`config.mk`:
```
export PLATFORM = sky130hd
export DESIGN_NAME = tap_half_fsm
export DESIGN_NICKNAME = d
export VERILOG_FILES = /design/src/rtl/tap_pkg.sv /design/src/rtl/tap_next_state.sv /design/src/rtl/tap_half_fsm.sv
export SDC_FILE = /design/constraint.sdc
export NUM_CORES = 1
export LEC_CHECK = 0
export BUFFER_PORTS_ARGS = -buffer_cell sky130_fd_sc_hd__buf_2
export CAP_MARGIN = 40
export CORE_AREA = 2 2 39 41
export CTS_CLUSTER_SIZE = 30
export DETAILED_ROUTE_END_ITERATION = 7
export DIE_AREA = 0 0 41 43
export HOLD_SLACK_MARGIN = 0.15
export MAX_ROUTING_LAYER = met4
export PLACE_DENSITY_LB_ADDON = 0.08
export SLEW_MARGIN = 40
export SYNTH_ARGS = -nofsm -noshare
export SYNTH_HDL_FRONTEND = slang
export SYNTH_SLANG_ARGS = --single-unit
export TNS_END_PERCENT = 10
```
`constraint.sdc`:
```
create_clock -name GCLK_Pad -period 1 [get_ports GCLK_Pad]
set_clock_uncertainty 0.05 [all_clocks]
set_input_delay 0.1 -clock GCLK_Pad [delete_from_list [all_inputs] [get_ports GCLK_Pad]]
set_output_delay 0.1 -clock GCLK_Pad [all_outputs]
set_load 0.01 [all_outputs]
```
`src/rtl/tap_pkg.sv`:
```
// tap_pkg -- shared types for the TAP controller slice.
//   tap_state_t      : 4-bit state enum; the code values are the pad-visible
//                      observation encoding and must not change.
//   TAP_RESET_STATE  : state entered on TRST (Test-Logic-Reset).
package tap_pkg;

  typedef enum logic [3:0] {
    TAP_TLR    = 4'hF,
    TAP_RTI    = 4'hC,
    TAP_SEL_DR = 4'h7,
    TAP_CAP_DR = 4'h6,
    TAP_SH_DR  = 4'h2,
    TAP_EX1_DR = 4'h1,
    TAP_PAU_DR = 4'h3,
    TAP_EX2_DR = 4'h0,
    TAP_UPD_DR = 4'h5,
    TAP_SEL_IR = 4'h4,
    TAP_CAP_IR = 4'hE,
    TAP_SH_IR  = 4'hA,
    TAP_EX1_IR = 4'h9,
    TAP_PAU_IR = 4'hB,
    TAP_EX2_IR = 4'h8,
    TAP_UPD_IR = 4'hD
  } tap_state_t;

  localparam tap_state_t TAP_RESET_STATE = TAP_TLR;

endpackage

```
`src/rtl/tap_next_state.sv`:
```
// tap_next_state -- combinational IEEE 1149.1 TAP transition function.
// Ports:
//   state : current TAP state
//   tms   : TMS value sampled on the coming rising edge
//   next  : state to load on that edge (reset priority handled by caller)
module tap_next_state
  import tap_pkg::*;
(
  input  tap_state_t state,
  input  logic       tms,
  output tap_state_t next
);

  always_comb begin
    next = TAP_RESET_STATE;
    unique case (state)
      TAP_TLR:    next = tms ? TAP_TLR    : TAP_RTI;
      TAP_RTI:    next = tms ? TAP_SEL_DR : TAP_RTI;
      TAP_SEL_DR: next = tms ? TAP_SEL_IR : TAP_CAP_DR;
      TAP_CAP_DR: next = tms ? TAP_EX1_DR : TAP_SH_DR;
      TAP_SH_DR:  next = tms ? TAP_EX1_DR : TAP_SH_DR;
      TAP_EX1_DR: next = tms ? TAP_UPD_DR : TAP_PAU_DR;
      TAP_PAU_DR: next = tms ? TAP_EX2_DR : TAP_PAU_DR;
      TAP_EX2_DR: next = tms ? TAP_UPD_DR : TAP_SH_DR;
      TAP_UPD_DR: next = tms ? TAP_SEL_DR : TAP_RTI;
      TAP_SEL_IR: next = tms ? TAP_TLR    : TAP_CAP_IR;
      TAP_CAP_IR: next = tms ? TAP_EX1_IR : TAP_SH_IR;
      TAP_SH_IR:  next = tms ? TAP_EX1_IR : TAP_SH_IR;
      TAP_EX1_IR: next = tms ? TAP_UPD_IR : TAP_PAU_IR;
      TAP_PAU_IR: next = tms ? TAP_EX2_IR : TAP_PAU_IR;
      TAP_EX2_IR: next = tms ? TAP_UPD_IR : TAP_SH_IR;
      TAP_UPD_IR: next = tms ? TAP_SEL_DR : TAP_RTI;
      default:    next = TAP_RESET_STATE;
    endcase
  end

endmodule

```
`src/rtl/tap_half_fsm.sv`:
```
// tap_half_fsm -- IEEE 1149.1 TAP controller state register with pad-level
// state observation.
// Ports:
//   GCLK_Pad        : test clock, rising-edge active
//   TRST_Pad        : synchronous active-high reset to Test-Logic-Reset
//   TMS_Pad         : test mode select
//   state_obs3..0   : current state code, driven straight from the register
// Optional (macro TAP_DECODE_EN): registered one-hot state decodes
//   tlr_o, rti_o, capture_dr_o, shift_dr_o, update_dr_o,
//   capture_ir_o, shift_ir_o, update_ir_o
module tap_half_fsm
  import tap_pkg::*;
(
  input  logic GCLK_Pad,
  input  logic TRST_Pad,
  input  logic TMS_Pad,
`ifdef TAP_DECODE_EN
  output logic tlr_o,
  output logic rti_o,
  output logic capture_dr_o,
  output logic shift_dr_o,
  output logic update_dr_o,
  output logic capture_ir_o,
  output logic shift_ir_o,
  output logic update_ir_o,
`endif
  output logic state_obs0_Pad,
  output logic state_obs1_Pad,
  output logic state_obs2_Pad,
  output logic state_obs3_Pad
);

  tap_state_t state_q;
  tap_state_t state_n;

  tap_next_state u_next (
    .state (state_q),
    .tms   (TMS_Pad),
    .next  (state_n)
  );

`ifdef TAP_DECODE_EN
  // Decodes are computed from the state being loaded (reset applied) so they
  // land on the same edge as state_obs while still coming from flops.
  tap_state_t state_load;

  always_comb begin
    state_load = TRST_Pad ? TAP_RESET_STATE : state_n;
  end

  always_ff @(posedge GCLK_Pad) begin
    state_q      <= state_load;
    tlr_o        <= (state_load == TAP_TLR);
    rti_o        <= (state_load == TAP_RTI);
    capture_dr_o <= (state_load == TAP_CAP_DR);
    shift_dr_o   <= (state_load == TAP_SH_DR);
    update_dr_o  <= (state_load == TAP_UPD_DR);
    capture_ir_o <= (state_load == TAP_CAP_IR);
    shift_ir_o   <= (state_load == TAP_SH_IR);
    update_ir_o  <= (state_load == TAP_UPD_IR);
  end
`else
  always_ff @(posedge GCLK_Pad) begin
    if (TRST_Pad) state_q <= TAP_RESET_STATE;
    else          state_q <= state_n;
  end
`endif

  assign state_obs0_Pad = state_q[0];
  assign state_obs1_Pad = state_q[1];
  assign state_obs2_Pad = state_q[2];
  assign state_obs3_Pad = state_q[3];

endmodule

```
==> summary.md <==
| Metric | Value |
|---|---|
| Run status | `finished clean` |
| Mapped Nets | `25` |
| Number of global-route vias before repair | `202` |
| Final clock period utilization by the worst path | `0.9764` |
| Critical path required time | `850 ps` |
| Number of antenna violations at the first check in global routing | `0` |
| Floorplan Core Area | `1384 um^2` |
| Number of remaining DRC errors | `0` |
| Net count reported at finish | `38` |
| Post-DR wirelength/cell | `11.33 um` |
| Class of the tightest hold or removal check | `in -> reg` |
| First element of the critical path | `state_q[0]` |
| Top Registers | `state_q x4` |
| Headroom to the max-slew limit | `0.8894` |
| Via density per instance | `4.510` |
| Die Span Y | `43 um` |
| Initial DRC Count | `3` |
| CTS H-tree depth | `1` |
| Post-synthesis instance area | `195.2 um^2` |
| Remaining antenna violation count | `0` |
| FF+latch count, synth | `4` |
| # setup viols final | `0` |
| Die area | `1763 um^2` |
| Syn Area/Cell | `8.872 um^2` |
| Power per standard cell area | `1971 nW/um^2` |
| Clock sinks | `4` |
| Cells on Worst Hold Path | `2` |
| Max stage delay cell, worst path | `dfxtp_2` |
| Global-route wire length before repair | `903 um` |
| Worst hold start | `TRST_Pad` |
| Count of different cell masters after synthesis | `17` |
| Floorplan die width | `41 um` |
| Area Overhead vs Synth | `51.92%` |
| Worst EP arrival | `830 ps` |
| R2R Setup Slk | `30 ps` |
| Filler cell count in the final layout | `163` |
| Grt total ovfl | `0` |
| Setup slack at placement | `-19.49 ps` |
| Worst skew pair latency | `240 ps` |
| Crit path cell chain | `buf_4, buf_6` |
| Post-layout worst setup margin | `23.64 ps` |
| Peak per-stage delay on the critical path | `330 ps` |
| Sum of routed wire length over all layers | `555 um` |
| Routed vias | `221` |
| Critical path endpoint category | `primary output` |
| Number of search-and-repair iterations in the first detailed-routing pass | `2` |
| Cells taking the most area after synthesis | `dfxtp_1 (41%), o211ai_1 (7.7%), a221o_1 (5.1%)` |
| Fraction of synthesized area in multiplexers | `0` |
| Crit-path max FO | `5` |
| Starting density of the core | `0.1410` |
| Register with the highest flop count | `state_q` |
| Tightest hold margin | `57.75 ps` |
| Endpoints failing hold | `0` |
| Overall global routing resource usage | `0.09053` |
| Proportion of netlist area held by the largest area contributor | `0.4103` |
| TritonCTS clock tree | `yes` |
| Post-CTS setup buffer count | `0` |
| Simple-Gate Fraction of Synth Area | `0.2564` |
| Fraction of final layout cells with drive strength greater than 1 | `0.5152` |
| Reg2Reg Depth | `2` |
| Port-buffer cells | `6` |
| Detailed-placement wirelength estimate | `388.6 um` |
| Final Core Density | `0.2143` |
| Min cycle time layout | `976.4 ps` |
| Largest net degree at the start of global routing | `9` |
| Total non-filler cell area in the finished layout | `296.5 um^2` |
| Sequential area share after synthesis | `0.4103` |
| Number of clock buffers inserted by TritonCTS | `3` |
| Total negative slack for setup checks | `0 ps` |
| Antenna Diode Count | `0` |
| I/O pin total | `7` |
| Share of synthesized cell area in full adder, half adder and majority cells | `0` |
| Maximum frequency from static timing analysis | `1.024 GHz` |
| Leakage power figure | `0.1191 nW` |
| Largest register FFs | `4` |
| Overall power after layout | `0.5844 mW` |
| Maximum resistive drop on vdd | `0.0004240 V` |
| Final weighted congestion in routability-driven placement | `0.7389` |
| Site Rows | `14` |
| Number of max-slew violations in the final report | `0` |
| Library cell with the largest summed area after synthesis | `dfxtp_1` |
| Yosys warning count | `0` |
| Startpoint of the worst-slack reg-to-reg timing path | `state_q[3]` |
| Combinational family with the most area after synthesis | `compound AO/OA/AOI/OAI gates` |
| Critical path class | `reg -> out` |
| Post-synthesis instance total | `22` |
| Max Buffers Root-to-Sink | `2` |
| Crit start category | `flip-flop` |
| Synthesized-area fraction occupied by ao, oa, aoi and oai cells | `0.3141` |
| Register clock-pin slew on the reported worst setup and hold paths | `40 ps` |
| Final cell count without fillers | `49` |
| Unrepaired setup endpoints after global routing | `true` |
| Area of placed instances | `261.5 um^2` |
| Max-cap violations | `0` |
| Transition time of the tightest slew-check pin | `164.6 ps` |
| Synth Area in XOR/XNOR | `0` |
| Number of placed instances, taps included | `46` |
| Root buffer cell | `clkbuf_4` |
report_power, final:
group / internal [mW] / switching [mW] / leakage, nW
Clock: 0.135 / 0.0744 / 0.0138
Combinational: 0.0829 / 0.0639 / 0.0728
Sequential: 0.189 / 0.0391 / 0.0326
Total: 0.407 / 0.177 / 0.119
path summary, 6_finish.rpt:
check                    to
max          state_obs0_Pad
min              state_q[2]
max reg2reg      state_q[3]
min reg2reg      state_q[1]
logic make-up after synthesis:
kind of cell	after synthesis
buffers and inverters	1
AOI/OAI and AO/OA	8
DFF	4
and+or+nand+nor	9
worst max-delay path: cells and delay by family (launching register included):
| kind | cells | cell delay (ps) |
|---|---|---|
| buf+inv | 2 | 250 |
| flops | 1 | 330 |
Yosys cell counts:
cell,count
and2_1,1
a221o_1,1
or2_1,1
nor3b_1,1
o211ai_1,2
nand2_1,2
nor2_2,1
inv_1,1
o21ai_1,1
a21oi_1,1
nand3_1,1
o22a_1,1
dfxtp_1,4
nand2b_1,1
a311o_1,1
nor3_1,1
a21boi_1,1
cell type report:
cell class	count	area, um^2	share of cell area
Timing Repair Buffer	8	51.30	0.1730
Inverter	1	3.754	0.01266
Multi-Input combinational cell	17	111.4	0.3755
Clock buffer	3	22.52	0.07595
Tap cell	16	20.02	0.06751
Sequential cell	4	87.58	0.2954
per-layer routing:
metal / part of all wire / track usage / up-vias / wire [um]
li1: - / - / 110 / -
met1: 0.47 / 0.09003 / 101 / 263
met2: 0.44 / 0.1031 / 8 / 246
met3: 0.056 / 0.04712 / 2 / 31
met4: 0.025 / 0.1200 / 0 / 14
met5: 0 / - / - / 0
layout by cell type (no fill, tap or decap):
| cell type | count |
|---|---|
| a21boi_1 | 1 |
| a21oi_1 | 1 |
| a221o_1 | 1 |
| a311o_1 | 1 |
| and2_1 | 1 |
| buf_2 | 5 |
| buf_4 | 2 |
| buf_6 | 1 |
| clkbuf_4 | 3 |
| dfxtp_2 | 3 |
| dfxtp_4 | 1 |
| inv_2 | 1 |
| nand2_1 | 2 |
| nand2b_1 | 1 |
| nand3_1 | 1 |
| nor2_2 | 1 |
| nor3_1 | 1 |
| nor3b_1 | 1 |
| o211ai_1 | 2 |
| o21ai_1 | 1 |
| o22a_1 | 1 |
| or2_1 | 1 |
repair_timing:
item | CTS | global route
hold endpoints to repair | 4 | 4
endpoints found under the setup margin | 3 | 4
gates cloned | 0 | 0
resized for setup | 4 | 2
(Power assumes the default switching activity.)
